$ cat src/rtl/mhd_pkg.sv
// Shared definitions for the Hamming-distance error monitor.
//   state_t      : control FSM encoding (IDLE/RUN/DRAIN/DONE)
//   hd_width(w)  : bits needed to hold a distance between two w-bit vectors
package mhd_pkg;

  typedef enum logic [1:0] {
    IDLE  = 2'd0,
    RUN   = 2'd1,
    DRAIN = 2'd2,
    DONE  = 2'd3
  } state_t;

  function automatic int hd_width(input int w);
    return $clog2(w + 1);
  endfunction

endpackage

$ cat src/rtl/mhd_popcount.sv
// Combinational XOR + population count of two equal-width vectors.
//   a, b : vectors to compare (WIDTH bits)
//   hd   : number of differing bit positions (HD_W bits)
// Sized so that hd can represent WIDTH itself, valid for any WIDTH >= 1.
module mhd_popcount
  import mhd_pkg::*;
#(
  parameter  int WIDTH = 64,
  localparam int HD_W  = hd_width(WIDTH)
) (
  input  logic [WIDTH-1:0] a,
  input  logic [WIDTH-1:0] b,
  output logic [HD_W-1:0]  hd
);

  logic [WIDTH-1:0] diff;

  assign diff = a ^ b;

  // Written as a linear accumulation; synthesis rebalances it into a tree.
  always_comb begin
    hd = '0;
    for (int i = 0; i < WIDTH; i++) begin
      hd = hd + HD_W'(diff[i]);
    end
  end

endmodule

$ cat src/rtl/mhd_error_monitor.sv
// Streaming error-metric engine for approximate-circuit evaluation.
// Compares exact/approx vector pairs through a 2-stage Hamming-distance
// pipeline and accumulates total distance, maximum distance and the number
// of erroneous samples over a run of num_samples pairs.
//   clk, rst            : clock, async active-high reset
//   start, abort        : run control (abort wins over start)
//   num_samples         : pairs per run, latched on accepted start
//   in_valid, in_ready  : sample handshake, exact/approx : sample pair
//   busy, done          : run status
//   sample_cnt, err_cnt, max_hd, hd_sum : results
//
// state | meaning
// IDLE  | waiting for start, results held
// RUN   | accepting pairs until sample_cnt reaches the latched count
// DRAIN | waiting for the last pair to leave the pipeline
// DONE  | results complete and stable
module mhd_error_monitor
  import mhd_pkg::*;
#(
  parameter  int WIDTH = 64,
  parameter  int CNT_W = 32,
  localparam int HD_W  = hd_width(WIDTH),
  localparam int SUM_W = CNT_W + HD_W
) (
  input  logic             clk,
  input  logic             rst,
  input  logic             start,
  input  logic             abort,
  input  logic [CNT_W-1:0] num_samples,
  input  logic             in_valid,
  output logic             in_ready,
  input  logic [WIDTH-1:0] exact,
  input  logic [WIDTH-1:0] approx,
  output logic             busy,
  output logic             done,
  output logic [CNT_W-1:0] sample_cnt,
  output logic [CNT_W-1:0] err_cnt,
  output logic [HD_W-1:0]  max_hd,
  output logic [SUM_W-1:0] hd_sum
);

  state_t           state, state_nxt;
  logic [CNT_W-1:0] count_q;
  logic [HD_W-1:0]  hd_now;
  logic [HD_W-1:0]  hd_q;
  logic             valid_q;
  logic             xfer;
  logic             start_ok;
  logic             last_xfer;

  mhd_popcount #(.WIDTH(WIDTH)) u_popcount (
    .a  (exact),
    .b  (approx),
    .hd (hd_now)
  );

  assign xfer      = in_valid & in_ready;
  assign last_xfer = xfer && ((sample_cnt + CNT_W'(1)) == count_q);

  always_ff @(posedge clk or posedge rst) begin
    if (rst) begin
      state <= IDLE;
    end else begin
      state <= state_nxt;
    end
  end

  always_comb begin
    state_nxt = state;
    in_ready  = 1'b0;
    busy      = 1'b0;
    done      = 1'b0;
    start_ok  = 1'b0;
    unique case (state)
      IDLE, DONE: begin
        done = (state == DONE);
        if (start && !abort) begin
          start_ok  = 1'b1;
          state_nxt = (num_samples == '0) ? DONE : RUN;
        end
      end
      RUN: begin
        busy = 1'b1;
        // Gated by abort combinationally so no pair slips in on the abort cycle.
        in_ready = (sample_cnt < count_q) && !abort;
        if (last_xfer) state_nxt = DRAIN;
      end
      DRAIN: begin
        busy = 1'b1;
        if (!valid_q) state_nxt = DONE;
      end
      default: state_nxt = IDLE;
    endcase
    if (abort) state_nxt = IDLE;
  end

  // Run count latch and sample counter.
  always_ff @(posedge clk or posedge rst) begin
    if (rst) begin
      count_q    <= '0;
      sample_cnt <= '0;
    end else if (start_ok) begin
      count_q    <= num_samples;
      sample_cnt <= '0;
    end else if (xfer) begin
      sample_cnt <= sample_cnt + CNT_W'(1);
    end
  end

  // Stage 1: register the distance of the accepted pair.
  always_ff @(posedge clk or posedge rst) begin
    if (rst) begin
      hd_q    <= '0;
      valid_q <= 1'b0;
    end else begin
      valid_q <= xfer;
      if (xfer) hd_q <= hd_now;
    end
  end

  // Stage 2: fold into the result registers; abort discards the in-flight pair.
  always_ff @(posedge clk or posedge rst) begin
    if (rst) begin
      hd_sum  <= '0;
      max_hd  <= '0;
      err_cnt <= '0;
    end else if (start_ok) begin
      hd_sum  <= '0;
      max_hd  <= '0;
      err_cnt <= '0;
    end else if (valid_q && !abort) begin
      hd_sum <= hd_sum + SUM_W'(hd_q);
      if (hd_q > max_hd) max_hd <= hd_q;
      if (hd_q != '0) err_cnt <= err_cnt + CNT_W'(1);
    end
  end

endmodule

$ cat config.mk
export PLATFORM = sky130hd
export DESIGN_NAME = mhd_error_monitor
export DESIGN_NICKNAME = d
export VERILOG_FILES = /design/src/rtl/mhd_pkg.sv /design/src/rtl/mhd_popcount.sv /design/src/rtl/mhd_error_monitor.sv
export SDC_FILE = /design/constraint.sdc
export NUM_CORES = 1
export LEC_CHECK = 0
export BUFFER_PORTS_ARGS = -buffer_cell sky130_fd_sc_hd__buf_2
export CAP_MARGIN = 5
export CORE_MARGIN = 2
export CORE_UTILIZATION = 55
export CTS_CLUSTER_SIZE = 12
export DETAILED_ROUTE_END_ITERATION = 6
export PLACE_DENSITY = 0.91
export SLEW_MARGIN = 20
export SYNTH_ARGS = -nofsm -noshare
export SYNTH_HDL_FRONTEND = slang
export SYNTH_SLANG_ARGS = --single-unit
export TNS_END_PERCENT = 5
$ cat constraint.sdc
create_clock -name clk -period 13.6 [get_ports clk]
set_input_delay 2.04 -clock clk [delete_from_list [all_inputs] [get_ports clk]]
set_output_delay 2.04 -clock clk [all_outputs]
set_load 0.005 [all_outputs]
==> reports/results.txt, run 1 <==
status = completed
post-route setup TNS = 0 ns
leading cell types in the layout, fill and taps excluded = buf_2 (277), dfrtp_1 (152), nand2_1 (118)
WL per Instance = 16.8 um
Synth Instances = 1232
maximum vdd ir drop = 989 uV
MaxCap Viol Count = 0
htree depth = 4
initial antenna violation count = 0
Fin Clk Skew = 0.0179 ns
die width = 148 um
FF+latch count, synth = 152
die height = 148 um
Max-slew headroom = 0.246
Routability Congestion = 0.934
worst r2r src = state[0]$_DFFE_PP0P_
postcts setup bufs = 0
PortBufs = 277
Ys Warns = 0
DRC = 0
mapped cell area = 0.0114 mm2
Post-Layout Cell Count = 1771
dpl hpwl = 22400 um
Final Setup Violations = 0
max-slew violations = 0
Adder-Cell Fraction of Synth Area = 0.171
vias in the first global route = 9983
CTS sink count = 152
fmax = 124 MHz
Synthesized Nets = 1519
first-pass detailed-route iteration total = 7
Clock Pin Slew Worst Setup and Hold Paths = 0.06 ns
# IOs = 278
critical path startpoint category = input port
Avg Inst Size Synth = 9.21 um2
antenna viol nets, final = 0
vias after detailed routing = 10.1k
Placed Area = 0.0130 mm2
CP Capture Type = flip-flop
CTS max path bufs = 2
Placed Cells = 1739
worst slew pin tran = 1.12 ns
core area = 0.0202 mm2
Post-CTS Hold Buffers = 0
asr flop ratio synth = 1.00
register area share after synthesis = 0.335
num rows = 52
Compound-Gate Fraction of Synth Area = 0.113
Crit Path Category = input port to flip-flop
P per Cell Area = 292 mW/mm2
Yosys cell types = 75
most common cell after layout, fill and taps aside = buf_2
Layout area overhead = 19.6%
final net count = 1775
first-pass GRT wire length = 48700 um
vias per std cell = 5.68
CP max FO = 2
die area = 0.0218 mm2
TritonCTS clock tree = done
Post-Synth XOR/XNOR Area = 0.133
R2R Setup Slk = 10.09 ns
RSZ-0062 raised after global routing = no
Main synth FF type = dfrtp_1
Clk Latency, worst-skew pair = 0.43 ns
fin crit share = 0.591
largest net degree at the start of global routing = 96
DR iter-0 viols = 676
EDFF count, synth = 0
Simple-Gate Fraction of Synth Area = 0.191
final instance area = 0.0136 mm2
Required @ worst endpoint = 13.94 ns
Final Hold Fails = 0
WL final = 29800 um
total grt overflow = 0
largest family of logic cells by synthesized area = simple AND/OR/NAND/NOR gates
Static Leak = 6.67 nW
Clock Tree Root = clkbuf_16
GRT Total Usage = 0.278
post-synthesis mux area share = 0.00628
crit path time final = 8.04 ns
Worst Hold Launch = count_q[0]$_DFFE_PP0P_
Initial Util = 0.561
Ant. Diodes = 0
hold_ws = 0.499 ns
HP Class = flip-flop to flip-flop
cts bufs inserted = 17
share of cells above drive strength 1 = 0.232
post_cts resized = 0
fin util = 0.671
Worst Setup SP = approx[0]
CP arrival = 8.39 ns
## state kept, by name, summed over array words and instances (netlist names)
name	flops
valid_q	1
err_cnt	32
count_q	32
max_hd	7
sample_cnt	32
state	2
hd_sum	39
hd_q	7
## synth_stat cells (18+ instances only)
library cell / instances / share of area
ha_1: 67 / 0.074
xor2_1: 87 / 0.067
a21oi_1: 56 / 0.025
dfrtp_1: 152 / 0.34
o21ai_0: 82 / 0.036
nand4_1: 32 / 0.018
nand2_1: 118 / 0.039
nor3_1: 18 / 0.0079
clkbuf_1: 42 / 0.014
fa_1: 55 / 0.097
inv_1: 97 / 0.032
xnor2_1: 86 / 0.066
nor2_1: 108 / 0.036
nand3_1: 29 / 0.013
or3_1: 20 / 0.011
## layer usage
metal  vias up  GRT usage  routed length [um]  share of wire
met5         -          0                   0              0
met4         0      0.118                1060          0.036
met3        72     0.0448                1950          0.065
met2       455      0.484               15100           0.51
met1      4785      0.344               11600           0.39
li1       4741          -                   -              -
## worst max-delay path, stage by stage
cell	delay [ns]
buf_2	0.10
xor2_1	0.15
ha_1	0.32
fa_1	0.51
fa_1	0.51
fa_1	0.53
fa_1	0.54
fa_1	0.54
fa_1	0.55
inv_1	0.06
fa_1	0.51
fa_1	0.52
fa_1	0.47
fa_1	0.42
nor2b_1	0.11
o21ai_0	0.07
nand2b_1	0.11
a21o_1	0.12
a21oi_1	0.05
o21ai_0	0.14
## report_power, final
part / switching [mW] / total, mW / internal (mW)
Clock: 0.202 / 0.508 / 0.306
Combinational: 1.48 / 2.87 / 1.39
Sequential: 0.0685 / 0.591 / 0.523
## cells by family (layout without fill, tap and decap cells)
group / after synthesis / in the layout
AOI/OAI and AO/OA: 211 / 211
xor gates and xnor gates: 173 / 173
adders and majority gates: 122 / 122
buffers and inverters: 146 / 415
DFF: 152 / 152
muxes: 7 / 7
and+or+nand+nor: 421 / 421
## final timing paths
check | endpoint | cells past startpoint
max | hd_q[6]$_DFFE_PP0P_ | 20
max reg2reg | err_cnt[29]$_DFFE_PP0P_ | 10
max in group asynchronous | hd_sum[10]$_DFFE_PP0P_ | 3
min | count_q[0]$_DFFE_PP0P_ | 2
min in group asynchronous | count_q[11]$_DFFE_PP0P_ | 2
min reg2reg | count_q[0]$_DFFE_PP0P_ | 2
## cell type report
cell class / count / area [um2]
timing repair buffer: 285 / 1450
fill: 1544 / 6650
inverter: 98 / 373
multi-input combinational: 934 / 6990
sequential: 152 / 3800
clock buffer: 20 / 467
clock inverter: 12 / 163
tap: 270 / 338
## per-stage QoR
stage / power (mW) / setup WS, ns
6_report: 3.97 / 5.56
5_1_grt: 4.51 / 5.22
4_1_cts: 4.05 / 5.50
3_5_place_dp: 3.53 / 5.07
3_3_place_gp: 3.33 / 5.17
2_1_floorplan: 2.91 / 5.47
Power figures use the tool's default switching activity.
==> inputs of run 2 (changes only) <==
ABC_AREA = 1   (was not set)
PLACE_DENSITY = 0.9   (was 0.91)
clock period = 7.9 ns   (was 13.6 ns; I/O delays follow)
==> reports/results.txt, run 2 <==
Avg Inst Size Synth = 7.62 um2
maximum vdd ir drop = 1270 uV
Synthesized Nets = 1873
post-synthesis mux area share = 0
WL final = 35200 um
Post-Synth XOR/XNOR Area = 0.0695
Clock Tree Root = clkbuf_16
largest family of logic cells by synthesized area = simple AND/OR/NAND/NOR gates
Final Setup Violations = 0
htree depth = 4
Fin Clk Skew = 0.0158 ns
vias per std cell = 5.56
Initial Util = 0.557
fillers = 1803
die area = 0.0232 mm2
Compound-Gate Fraction of Synth Area = 0.104
asr flop ratio synth = 1.00
Final Worst Setup Slack = 0.677 ns
largest net degree at the start of global routing = 121
Combinational Power Share = 0.739
Crit Path Category = input port to flip-flop
first-pass GRT wire length = 58400 um
internal power = 3.62 mW
worst slew pin tran = 0.833 ns
num rows = 54
sequential share of power = 0.146
Largest Register = hd_sum
register area share after synthesis = 0.315
TritonCTS clock tree = done
final instance area = 0.0144 mm2
HP Class = flip-flop to flip-flop
CTS max path bufs = 2
EDFF count, synth = 0
cts bufs inserted = 17
largest area contributor in the netlist = dfrtp_1
Synth Instances = 1586
fin util = 0.663
vias after detailed routing = 12.0k
CP max FO = 2
most frequent cell after synthesis = nand2_1
Routability Congestion = 0.920
PortBufs = 277
total net switching power = 3.55 mW
R2R Setup Slk = 4.51 ns
post-route setup TNS = 0 ns
Post-Place Worst Slack = 0.209 ns
Max-slew headroom = 0.445
CP arrival = 7.57 ns
die width = 152 um
FF+latch count, synth = 152
CP Capture Type = flip-flop
Clock Pin Slew Worst Setup and Hold Paths = 0.07 ns
most common cell after layout, fill and taps aside = nand2_1
status = completed
share of cells above drive strength 1 = 0.194
Post-CTS Hold Buffers = 0
vias in the first global route = 12.5k
DRC = 0
fmax = 138 MHz
Switching Fraction = 0.495
Static Leak = 7.38 nW
Yosys cell types = 45
Synth top area share = 0.315
critical path startpoint category = input port
Main synth FF type = dfrtp_1
MaxCap Viol Count = 0
Clock Power Share = 0.115
Clk Latency, worst-skew pair = 0.43 ns
Post-synth top cells = nand2_1 (372), inv_1 (234), dfrtp_1 (152), nor2_1 (117), nand3_1 (109)
cells taking the most area after synthesis = dfrtp_1 (31%), nand2_1 (12%), fa_1 (9.1%)
final net count = 2148
Simple-Gate Fraction of Synth Area = 0.267
Adder-Cell Fraction of Synth Area = 0.160
CTS sink count = 152
antenna viol nets, final = 0
DR iter-0 viols = 1035
total grt overflow = 0
# IOs = 278
Pwr Total = 7.17 mW
RSZ-0062 raised after global routing = no
fin crit share = 0.914
leading cell types in the layout, fill and taps excluded = nand2_1 (371), buf_2 (277), inv_1 (233)
core area = 0.0217 mm2
mapped cell area = 0.0121 mm2
crit path time final = 7.22 ns
P per Cell Area = 499 mW/mm2
GRT Total Usage = 0.308
first-pass detailed-route iteration total = 5
flip-flop count of the largest register after layout = 39
Layout area overhead = 19.0%
Ys Warns = 0
Placed Area = 0.0138 mm2
postcts setup bufs = 0
initial antenna violation count = 7
post_cts resized = 0
Final Hold Fails = 0
WL per Instance = 16.3 um
die height = 152 um
dpl hpwl = 27300 um
max-slew violations = 0
Required @ worst endpoint = 8.24 ns
[run 2: changes by cell type after synthesis, sizes merged, moves of 27 or more]
cell and delta:
inv +149, nand2 +265, nand3 +80, nor2 +28, o22ai +27, xnor2 -47, xor2 -43
[run 2: through the flow]
stage                     hold WS, ns  instances
after floorplan                 0.453       1586
after global placement          0.456       2121
after detailed placement        0.474       2121
after CTS                       0.484       2152
after global routing            0.509       2158
final                           0.495       2160
[run 2: final timing paths]
check	start	to	cells after the start
min reg2reg	count_q[18]$_DFFE_PP0P_	count_q[18]$_DFFE_PP0P_	2
max in group asynchronous	rst	sample_cnt[25]$_DFFE_PP0P_	4
min in group asynchronous	rst	err_cnt[24]$_DFFE_PP0P_	2
max	approx[0]	hd_q[6]$_DFFE_PP0P_	19
min	count_q[18]$_DFFE_PP0P_	count_q[18]$_DFFE_PP0P_	2
max reg2reg	sample_cnt[15]$_DFFE_PP0P_	sample_cnt[6]$_DFFE_PP0P_	11
[run 2: worst max-delay path, stage by stage]
cell and delay, ns:
buf_2 0.10, xor2_1 0.15, ha_1 0.31, fa_1 0.52
fa_1 0.52, fa_1 0.52, fa_1 0.52, fa_1 0.53
fa_1 0.55, inv_1 0.06, fa_1 0.52, fa_1 0.52
fa_1 0.46, fa_1 0.41, o21ai_0 0.32, nand2_1 0.10
nand2_1 0.09, a21oi_1 0.06, o21ai_0 0.14
[run 2: power groups by stage]
stage	clock, mW	combinational (mW)	sequential (mW)
after detailed placement	0	5.26	1.06
after global routing	0.863	5.99	1.07
final	0.825	5.30	1.05
after global placement	0	4.89	1.06
after CTS	0.830	5.29	1.05
after floorplan	0	4.14	1.02
[run 2: routing by layer]
| metal | up-vias | share of wire | GRT usage |
|---|---|---|---|
| li1 | 5711 | - | - |
| met5 | - | 0 | 0 |
| met1 | 5662 | 0.38 | 0.366 |
| met4 | 0 | 0.034 | 0.138 |
| met3 | 79 | 0.071 | 0.0444 |
| met2 | 554 | 0.51 | 0.554 |
[run 2: cell families after synthesis]
logic type,Yosys count
and+or+nand+nor,723
buffers and inverters,271
AOI/OAI and AO/OA,230
DFF,152
adders and majority gates,122
xor gates and xnor gates,88
[run 2: final cells by class]
type	instances	area, um2	area share
flip-flops and latches	152	3800	0.265
clock buffers	19	453	0.0315
multi-input cells	1163	7270	0.506
clock inverters	12	129	0.00896
diodes	7	17.5	0.00122
inverters	247	932	0.0648
well taps	280	350	0.0244
repair buffers	280	1430	0.0991
